**src/rtl/fetch_pkg.sv**
```systemverilog
// Shared types and constants for the instruction fetch front end.
package fetch_pkg;

    typedef struct packed {
        logic [31:0] pc;
        logic [31:0] instr;
    } fetch_entry_t;

    localparam logic [31:0] NOP_INSTR    = 32'h0000_0013;
    localparam logic [31:0] FETCH_STRIDE = 32'd4;

    function automatic logic [31:0] align_word(input logic [31:0] addr);
        return {addr[31:2], 2'b00};
    endfunction

endpackage

```
**src/rtl/fetch_fifo.sv**
```systemverilog
// Circular buffer of fetched {pc, instr} entries with push, pop, flush and count.
module fetch_fifo
    import fetch_pkg::*;
#(
    parameter int DEPTH = 4,
    localparam int PW = $clog2(DEPTH),
    localparam int CW = $clog2(DEPTH + 1)
) (
    input  logic          clk,
    input  logic          reset_n,
    input  logic          push,
    input  fetch_entry_t  push_data,
    input  logic          pop,
    input  logic          flush,
    output fetch_entry_t  head_data,
    output logic [CW-1:0] count
);

    fetch_entry_t  mem_q [DEPTH];
    fetch_entry_t  mem_d [DEPTH];
    logic [PW-1:0] head_q, head_d;
    logic [PW-1:0] tail_q, tail_d;
    logic [CW-1:0] count_q, count_d;

    // Pointers wrap naturally because DEPTH is a power of two.
    always_comb begin
        mem_d   = mem_q;
        head_d  = head_q;
        tail_d  = tail_q;
        count_d = count_q;
        if (flush) begin
            head_d  = '0;
            tail_d  = '0;
            count_d = '0;
        end else begin
            if (push) begin
                mem_d[tail_q] = push_data;
                tail_d        = tail_q + PW'(1);
            end
            if (pop) begin
                head_d = head_q + PW'(1);
            end
            count_d = count_q + CW'(push) - CW'(pop);
        end
    end

    always_ff @(posedge clk or negedge reset_n) begin
        if (!reset_n) begin
            head_q  <= '0;
            tail_q  <= '0;
            count_q <= '0;
        end else begin
            head_q  <= head_d;
            tail_q  <= tail_d;
            count_q <= count_d;
        end
    end

    always_ff @(posedge clk) begin
        mem_q <= mem_d;
    end

    assign head_data = mem_q[head_q];
    assign count     = count_q;

endmodule

```
**src/rtl/instr_prefetch_buffer.sv**
```systemverilog
// Fetch front end: credit-limited word requests, in-order response queue, redirect flush.
// Optional INSTR_PREFETCH_BYPASS_EN lets a response reach decode combinationally when the queue is empty.
module instr_prefetch_buffer
    import fetch_pkg::*;
#(
    parameter int          DEPTH    = 4,
    parameter logic [31:0] RESET_PC = 32'h0000_0000
) (
    input  logic        clk,
    input  logic        reset_n,
    output logic        imem_req_valid,
    output logic [31:0] imem_req_addr,
    input  logic        imem_req_ready,
    input  logic        imem_resp_valid,
    input  logic [31:0] imem_resp_data,
    output logic        InstrF_valid,
    output logic [31:0] InstrF,
    output logic [31:0] PCF,
    input  logic        dec_ready,
    input  logic        redirect,
    input  logic [31:0] redirect_pc
);

    localparam int CW = $clog2(DEPTH + 1);

    logic [31:0]   fetch_pc_q, fetch_pc_d;
    logic [31:0]   resp_pc_q, resp_pc_d;
    logic [CW-1:0] outstanding_q, outstanding_d;
    logic [CW-1:0] drop_cnt_q, drop_cnt_d;
    fetch_entry_t  last_q, last_d;

    fetch_entry_t  fifo_head, out_entry;
    logic [CW-1:0] fifo_cnt;
    logic [CW:0]   credit_used;
    logic          fifo_empty, req_fire, resp_drop, resp_take;
    logic          bypass, pop_fire, fifo_push, fifo_pop;

    // Queued plus in-flight never exceeds DEPTH, so every response has a slot.
    assign fifo_empty     = (fifo_cnt == '0);
    assign credit_used    = {1'b0, fifo_cnt} + {1'b0, outstanding_q};
    assign imem_req_valid = reset_n && !redirect && (credit_used < (CW+1)'(DEPTH));
    assign imem_req_addr  = fetch_pc_q;
    assign req_fire       = imem_req_valid && imem_req_ready;
    assign resp_drop      = imem_resp_valid && (drop_cnt_q != '0);
    assign resp_take      = imem_resp_valid && !resp_drop && !redirect;

`ifdef INSTR_PREFETCH_BYPASS_EN
    assign bypass = reset_n && resp_take && fifo_empty;
`else
    assign bypass = 1'b0;
`endif

    // An empty queue keeps showing the last consumed entry.
    always_comb begin
        InstrF_valid = !fifo_empty;
        out_entry    = fifo_empty ? last_q : fifo_head;
`ifdef INSTR_PREFETCH_BYPASS_EN
        if (bypass) begin
            InstrF_valid = 1'b1;
            out_entry    = {resp_pc_q, imem_resp_data};
        end
`endif
    end

    assign InstrF    = out_entry.instr;
    assign PCF       = out_entry.pc;
    assign pop_fire  = InstrF_valid && dec_ready && !redirect;
    assign fifo_pop  = pop_fire && !fifo_empty;
    assign fifo_push = resp_take && !(bypass && dec_ready);

    fetch_fifo #(.DEPTH(DEPTH)) u_fifo (
        .clk       (clk),
        .reset_n   (reset_n),
        .push      (fifo_push),
        .push_data ({resp_pc_q, imem_resp_data}),
        .pop       (fifo_pop),
        .flush     (redirect),
        .head_data (fifo_head),
        .count     (fifo_cnt)
    );

    always_comb begin
        fetch_pc_d    = fetch_pc_q;
        resp_pc_d     = resp_pc_q;
        drop_cnt_d    = drop_cnt_q;
        last_d        = last_q;
        outstanding_d = outstanding_q + CW'(req_fire) - CW'(imem_resp_valid);
        if (redirect) begin
            // Everything still in flight belongs to the abandoned path.
            fetch_pc_d = align_word(redirect_pc);
            resp_pc_d  = align_word(redirect_pc);
            drop_cnt_d = outstanding_q - CW'(imem_resp_valid);
        end else begin
            if (req_fire) begin
                fetch_pc_d = fetch_pc_q + FETCH_STRIDE;
            end
            if (resp_take) begin
                resp_pc_d = resp_pc_q + FETCH_STRIDE;
            end
            if (resp_drop) begin
                drop_cnt_d = drop_cnt_q - CW'(1);
            end
            if (pop_fire) begin
                last_d = out_entry;
            end
        end
    end

    always_ff @(posedge clk or negedge reset_n) begin
        if (!reset_n) begin
            fetch_pc_q    <= RESET_PC;
            resp_pc_q     <= RESET_PC;
            outstanding_q <= '0;
            drop_cnt_q    <= '0;
            last_q        <= {RESET_PC, NOP_INSTR};
        end else begin
            fetch_pc_q    <= fetch_pc_d;
            resp_pc_q     <= resp_pc_d;
            outstanding_q <= outstanding_d;
            drop_cnt_q    <= drop_cnt_d;
            last_q        <= last_d;
        end
    end

endmodule

```
**config.mk**
```make
export PLATFORM = sky130hd
export DESIGN_NAME = instr_prefetch_buffer
export DESIGN_NICKNAME = d
export VERILOG_FILES = /design/src/rtl/fetch_pkg.sv /design/src/rtl/fetch_fifo.sv /design/src/rtl/instr_prefetch_buffer.sv
export SDC_FILE = /design/constraint.sdc
export NUM_CORES = 1
export LEC_CHECK = 0
export ABC_AREA = 1
export BUFFER_PORTS_ARGS = -buffer_cell sky130_fd_sc_hd__buf_4
export CAP_MARGIN = 15
export CORE_ASPECT_RATIO = 2
export CORE_UTILIZATION = 45
export DETAILED_ROUTE_END_ITERATION = 7
export PLACE_DENSITY = 0.66
export SYNTH_ARGS = -nofsm -noshare
export SYNTH_HDL_FRONTEND = slang
export SYNTH_SLANG_ARGS = --single-unit
```
**constraint.sdc**
```tcl
create_clock -name clk -period 4.46 [get_ports clk]
set_input_delay 0.669 -clock clk [delete_from_list [all_inputs] [get_ports clk]]
set_output_delay 0.669 -clock clk [all_outputs]
set_load 0.1 [all_outputs]
```
* After elaboration in Yosys (flattened, before gate mapping) *
Cells that the tools add are included.

word-level totals
  register bits after elaboration = 397
  input port bits = 70

cells by class
  add/sub/neg operators = 11
  $lt $le $gt $ge = 4
  mux-type cells = 18
  bitwise logic cells = 3
  reduce and logical (&&, ||, !) cells = 21

operators with widths
  cell                     number
  $bwmux W256              1
  $mux W64                 4
  $bmux W64 S2             1
  $demux W64 S2            1
  $mux W32                 4
  $add A32 B3 Y32 const B  2
  $logic_and A1 B1 Y1      10
  $mux W3                  3
  $sub A3 B1 Y3            3
  $mux W2                  4
  $reduce_bool A2 Y1       4
  $add A3 B1 Y3            2
  $ge A3 B3 Y1 const B     2
  $not A2 Y3               2
  $add A2 B1 Y2 const B    2
  $add A3 B3 Y4            1
  $lt A4 B3 Y1 const B     1
  $reduce_and A2 Y1        2
  $logic_not A1 Y1         3
  $logic_not A3 Y1         1
  $lt A3 B1 Y1 const B     1
  $reduce_bool A3 Y1       1
  $sub A3 B1 Y3 const B    1
  $not A1 Y1               1

* Depth between registers and ports, before layout *
Gate-level depths: netlist of run 1.

  depth in word-level cells = 8
  mapped depth = 13
  mapped depth without buffers = 11

* Cells and area by module *
Synthesis of run 1 repeated with hierarchy kept, for this count alone.

second synthesis, totals
  cells, all modules = 1908
  area, all modules = 18609.1 µm²

modules (own cells, without submodules)
  module                 instances  cells an instance  area each (µm²)  seq. area each (µm²)
  fetch_fifo             1          799                10656.5          7862.5
  instr_prefetch_buffer  1          1109               7952.6           3256.9

* Worst setup path before layout of run 1 *
Ideal clock, no wire load.

  kind = input-to-reg
  start point = in imem_resp_valid
  end point = reg u_fifo.mem_q[0] (netlist bit) (enable)
  setup time = 0.482 ns
  data arrival time = 3.824 ns
  slack = 0.154 ns
  stages = 5
  buffers on the path = 1
  cells stage by stage = nand3_1 > inv_1 > nand2_1 > buf_2 > nor2_1

between the ends
  cells in the longest elaborated chain, start to end = 5

ends and longest elaborated chain
  what                                RTL line                     source
  from (decl)                         instr_prefetch_buffer.sv:14  input logic imem_resp_valid,
  $logic_and A1 B1 Y1                 instr_prefetch_buffer.sv:44  assign resp_drop = imem_resp_valid && (drop_cnt_q != '0);
  $logic_not A1 Y1                    instr_prefetch_buffer.sv:45  assign resp_take = imem_resp_valid && !resp_drop && !redirect;
  $logic_and A1 B1 Y1 * (2 in a row)  instr_prefetch_buffer.sv:45
  $reduce_and A2 Y1 (no line) *       n/a
  to (signal assigned)                fetch_fifo.sv:60             mem_q <= mem_d;
  to (decl)                           fetch_fifo.sv:19             fetch_entry_t mem_q [DEPTH];

Mark *: on every way between the ends. The rest lies on a longest branch, timed or not.
A chain may end at the register's enable or synchronous reset.

* Final worst setup path of run 1 *
  start point = reg u_fifo.head_q[1]
  end point = out PCF[27]

between the ends
  cells in the longest elaborated chain, start to end = 5

ends and longest elaborated chain
  what                                         RTL line                     source
  from (decl)                                  fetch_fifo.sv:21             logic [PW-1:0] head_q, head_d;
  from (signal assigned)                       fetch_fifo.sv:49             head_q <= '0;
  from (signal assigned)                       fetch_fifo.sv:53             head_q <= head_d;
  $not A2 Y3 (not written as such)             fetch_fifo.sv:63             assign head_data = mem_q[head_q];
  $bmux W64 S2                                 fetch_fifo.sv:63
  $mux W64 (not written as such) (2 in a row)  fetch_fifo.sv:63
  $mux W64                                     instr_prefetch_buffer.sv:56  out_entry = fifo_empty ? last_q : fifo_head;
  to (decl)                                    instr_prefetch_buffer.sv:18  output logic [31:0] PCF,

No other way between the ends. The select of a mux whose other input is x is not followed.

==> results of run 1 <==
metrics by stage:
stage          std cells  setup WS [ns]  cell area (sq um)  hold WS, ns  utilization
2_1_floorplan       1756          0.154              17700        0.373            -
3_3_place_gp        2372           1.27              19300        0.451        0.499
3_5_place_dp        2372           1.21              19300        0.453        0.499
4_1_cts             2436          0.637              20500        0.306        0.530
5_1_grt             2436          0.506              20500        0.308        0.530
6_report            2436          0.681              20500        0.331        0.530
layer usage:
metal,share of wire,GRT usage,vias to the layer above
met5,0,0,-
met3,0.045,0.0291,97
li1,-,-,6208
met4,0.043,0.104,0
met2,0.54,0.412,340
met1,0.38,0.238,6241
timing repair:
item / 4_1_cts / 5_1_grt
hold endpoints to repair: 11 / 0
buffers inserted: 0 / 0
hold buffers: 1 / 0
placed cells by master, fill, tap and decap left out, types with 14 or more instances in the layout:
| master | n |
|---|---|
| edfxtp_1 | 248 |
| nand2_1 | 336 |
| inv_1 | 164 |
| o22ai_1 | 62 |
| o21ai_2 | 44 |
| o211ai_1 | 17 |
| nand2_2 | 16 |
| ha_1 | 16 |
| o21ai_1 | 42 |
| nand4_1 | 17 |
| buf_4 | 176 |
| xor2_1 | 14 |
| dfrtp_1 | 132 |
| nor2_1 | 193 |
| nand3_1 | 67 |
| clkbuf_16 | 35 |
| o21ai_0 | 197 |
| a21oi_1 | 21 |
state kept, by name, indices dropped and copies added, names as in the netlist:
signal / cells
u_fifo.count: 3
u_fifo.mem_q: 248
resp_pc_q: 30
drop_cnt_q: 3
imem_req_addr: 30
u_fifo.tail_q: 2
u_fifo.head_q: 2
outstanding_q: 3
last_q: 64
worst paths after layout:
| path | startpoint | to | slack (ns) | cells after the start |
|---|---|---|---|---|
| max | u_fifo.head_q[1]$_DFFE_PN0P_ | PCF[27] | 0.68 | 6 |
| min | imem_resp_data[28] | u_fifo.mem_q[92]$_DFFE_PP_ | 0.33 | 1 |
| max reg2reg | u_fifo.count[1]$_DFF_PN0_ | last_q[44]$_DFFE_PN0P_ | 1.57 | 7 |
| min reg2reg | last_q[33]$_DFFE_PN0P_ | last_q[33]$_DFFE_PN0P_ | 0.47 | 2 |
| max in group asynchronous | reset_n | resp_pc_q[8]$_DFFE_PN0N_ | 1.98 | 4 |
| min in group asynchronous | reset_n | last_q[8]$_DFFE_PN0P_ | 0.58 | 2 |
Yosys cell counts (2+ instances only):
library cell,number,share of area
nor2_2,13,0.0046
xor2_1,14,0.0069
nand3_1,67,0.019
buf_6,9,0.0057
o21ai_1,42,0.012
dfstp_2,3,0.0045
nor3_2,3,0.0017
nand3_2,4,0.0023
buf_2,36,0.010
dfrtp_1,134,0.19
edfxtp_1,248,0.42
inv_4,2,0.00071
nor2_1,197,0.042
buf_1,5,0.0011
o21bai_1,5,0.0021
nand2_4,2,0.0013
buf_4,11,0.0047
nor2_4,9,0.0057
o22ai_1,62,0.022
fa_1,2,0.0023
o21ai_0,197,0.056
a21oi_2,4,0.0020
a21oi_1,21,0.0060
o221ai_1,2,0.00099
clkbuf_1,23,0.0049
a31oi_1,3,0.0011
inv_2,4,0.00085
o211ai_1,17,0.0072
nand4_1,17,0.0060
nand2_1,337,0.072
nand3b_1,2,0.00085
nor3_1,7,0.0020
nand2_2,16,0.0057
or2_2,2,0.00071
ha_1,16,0.011
inv_1,164,0.035
xnor2_1,7,0.0035
o21ai_2,44,0.022
cell families (layout without fill, tap and decap cells):
family	Yosys count	in the layout	share of synthesized area
compound gates	397	397	0.131
xor+xnor	21	21	0.0104
flops	385	385	0.616
buf+inv	256	416	0.0641
simple gates	677	677	0.164
other cells	1	2	0.000212
fa+ha+maj	18	18	0.0136
area by class of cell:
type                       instances  area (sq um)
clock buffer                      41           908
fill                            3480         18200
multi-input combinational       1115          5680
clock inverter                    22           268
timing repair buffer             183          1440
tap                              520           651
inverter                         170           643
sequential                       385         10900
==> results.yml, run 1 <==
setup_path:
  worstSetupStartpointType: "flop"
  crit_required_ns: 3.79
  slowest_delay_ns: 0.74
  cp_max_fo: 62
  path_cells: "inv_4, o21ai_0, o22ai_1, nand2_1, o21ai_1, buf_4"
  critPathSlowestCell: "dfrtp_2"
  cp_num_buf_inv: 2
  critical_path_class: "reg2out"
  crit_arrival_ns: 3.11
  crit_family: "buffers and inverters"
  setup.worst_path.end_class: "output port"
timing:
  drv_slew: 0
  final_hold_viol_count: 0
  layout_min_cycle_time_ns: 3.78
  period_share: 0.847
  fin_setup_tns_ns: 0
  rsz0062_at_grt: "false"
  slew_headroom: 0.399
  finClkSkew_ns: 0.0223
  fmax_ghz: 0.265
  setup_viol: 0
  tightest_slew_ns: 0.901
clock_network:
  cts_tree: "built"
  clock_sinks: 385
  cts_buffer_depth: 3
  ctsResizeCount: 0
  clk_latency_ns: 0.53
  cts-root-buf: "clkbuf_16"
  clk_pin_slew_ns: 0.07
  htreeDepth: 2
  numCtsBuffers: 35
layout:
  drive_gt1_frac: 0.183
  synthToLayoutAreaGrowth_pct: 16.0
  fin_nets: 1978
  n_antenna_cell: 0
die:
  floorplan.io_pins: 168
  initial_core_util: 0.456
  row_count: 102
  die-area_sq_mm: 0.0401
  die_h_microns: 282
  coreArea_sq_mm: 0.0387
  die_x_microns: 142
yosys:
  synth_edf_count: 248
  synth_cell_types: 42
  postSynthCellCount: 1755
  yosys_warnings: 0
  synth_ff_type: "edfxtp_1"
  synth-seq-cells: 385
  seq_area_frac_synth: 0.616
  ys_async_sr_fraction: 0.356
  netlist_area_sq_mm: 0.0176
  avgSynthCellArea_sq_um: 10.1
global_route:
  grt_pass1_wl_mm: 66.9
  grt_use_total: 0.219
  overflow: 0
  grt_max_degree: 90
  antenna_found_initial: 0
  first_global_vias: 12700
routing:
  final_antenna_net_count: 0
  vias: 12900
  wire_per_inst_microns: 17.6
  drt_iter0_markers: 616
  drt_wl_total_mm: 42.9
  drc_errors: 0
  viasPerCell: 5.29
  first_pass_iters: 6
run_status:
  outcome: "completed"
place:
  gp_congestion: 0.897
  port_buffers: 163
  place_hpwl_mm: 27.3
flow_run:
  cap_violations: 0
min_path:
  hp-class: "in2reg"
Power of run 1 is left out: the tool's default activity adds up to more than one toggle a clock period on the data nets, which glitch-free logic cannot reach.
==> inputs of run 2 (changes only) <==
Clock period 4.46 ns to 3.45 ns, I/O delays scaled along.
==> results.yml, run 2 (synthesized netlist as in run 1, its figures left out) <==
die:
  die_h_microns: 282
  initial_core_util: 0.456
  row_count: 102
  floorplan.io_pins: 168
  coreArea_sq_mm: 0.0387
  die_x_microns: 142
  die-area_sq_mm: 0.0401
timing:
  tightest_slew_ns: 0.914
  slew_headroom: 0.390
  period_share: 0.935
  layout_min_cycle_time_ns: 3.23
  rsz0062_at_grt: "false"
  fmax_ghz: 0.310
  hold-worst-slack_ns: 0.186
  setup_viol: 0
  drv_slew: 0
  final_hold_viol_count: 0
  finClkSkew_ns: 0.0203
routing:
  wire_per_inst_microns: 17.7
  drt_wl_total_mm: 43.3
  final_antenna_net_count: 0
  viasPerCell: 5.31
  vias: 13000
  first_pass_iters: 6
  drc_errors: 0
  drt_iter0_markers: 739
setup_path:
  path_cells: "inv_6, buf_12, o21ai_0, o22ai_1, nand2_1, o21ai_2, buf_4"
  setup.worst_path.end_class: "output port"
  crit_required_ns: 2.93
  worstSetupStartpointType: "flop"
  slowest_delay_ns: 0.69
  crit_family: "buffers and inverters"
  cp_num_buf_inv: 3
  critical_path_class: "reg2out"
  critPathSlowestCell: "dfrtp_4"
  cp_max_fo: 45
  crit_arrival_ns: 2.71
layout:
  regArea_sq_mm: 0.0109
  fin_nets: 1989
  biggestRegsByFlops: "u_fifo.mem_q x248, last_q x64"
  largest_register_ffs: 248
  multi_input_area_sq_mm: 0.00568
  top_register: "u_fifo.mem_q"
  layout_common_cells: "nand2_1 (336), edfxtp_1 (248), o21ai_0 (195)"
  synthToLayoutAreaGrowth_pct: 17.0
  n_fill_cell: 3424
  n_antenna_cell: 0
  drive_gt1_frac: 0.187
  final_common_cell: "nand2_1"
clock_network:
  clk_latency_ns: 0.53
  clk_pin_slew_ns: 0.07
  cts_buffer_depth: 3
  clock_sinks: 385
  htreeDepth: 2
  postCtsSetupRepairBufs: 0
  cts_tree: "built"
  numCtsBuffers: 36
  cts-root-buf: "clkbuf_16"
flow_run:
  cap_violations: 0
global_route:
  grt_max_degree: 126
  antenna_found_initial: 0
  overflow: 0
  first_global_vias: 12700
  grt_use_total: 0.219
  grt_pass1_wl_mm: 67.2
place:
  port_buffers: 163
  place_hpwl_mm: 28.2
  gp_congestion: 0.901
run_status:
  outcome: "completed"
min_path:
  hp-class: "in2reg"
## run 2: worst register-to-register path, cell delays in order, from the launching register on
cell	delay, ns
dfrtp_1	0.44
nor2_1	0.21
nand2_4	0.25
nand2_1	0.25
nor2_4	0.05
ha_1	0.28
inv_1	0.06
ha_1	0.13
inv_1	0.05
fa_1	0.37
o21ai_0	0.18
a21oi_1	0.06
## run 2: routing by layer
layer / GRT usage / vias to the layer above / part of all wire
met4: 0.113 / 0 / 0.047
met2: 0.406 / 382 / 0.54
met3: 0.0245 / 104 / 0.049
met5: 0 / - / 0
met1: 0.244 / 6270 / 0.37
li1: - / 6253 / -
## run 2: what timing repair did
| action | CTS | global route |
|---|---|---|
| setup endpoints to repair | 0 | 2 |
| hold buffers | 1 | 0 |
| hold endpoints to repair | 11 | 0 |
| gates resized for setup | 0 | 2 |
## run 2: through the flow
stage / utilization / setup WS, ns / area, sq um / instances / TNS (ns)
floorplan: - / -0.790 / 17700 / 1756 / -195.88
global placement: 0.501 / 0.644 / 19400 / 2381 / 0
detailed placement: 0.501 / 0.641 / 19400 / 2381 / 0
CTS: 0.533 / 0.0704 / 20600 / 2447 / 0
global route: 0.534 / 0.0573 / 20700 / 2448 / 0
finish: 0.534 / 0.223 / 20700 / 2448 / 0
## run 2: final cells by class
type,count,area share
clock buffers,48,0.0478
clock inverters,17,0.0115
inverters,170,0.0313
multi-input cells,1115,0.275
flip-flops and latches,385,0.527
well taps,520,0.0315
repair buffers,193,0.0759
## run 2: worst paths after layout
kind | slack [ns] | startpoint | endpoint | cells past startpoint
setup / recovery | 0.22 | u_fifo.head_q[0]$_DFFE_PN0P_ | PCF[11] | 7
hold / removal | 0.19 | imem_resp_data[17] | u_fifo.mem_q[145]$_DFFE_PP_ | 1
setup reg to reg | 1.02 | u_fifo.count[1]$_DFF_PN0_ | u_fifo.count[2]$_DFF_PN0_ | 11
hold reg to reg | 0.49 | last_q[32]$_DFFE_PN0P_ | last_q[32]$_DFFE_PN0P_ | 2
max in group asynchronous | 1.91 | reset_n | u_fifo.head_q[0]$_DFFE_PN0P_ | 3
min in group asynchronous | 0.38 | reset_n | last_q[59]$_DFFE_PN0P_ | 2
Power of run 2 is left out for the same reason.
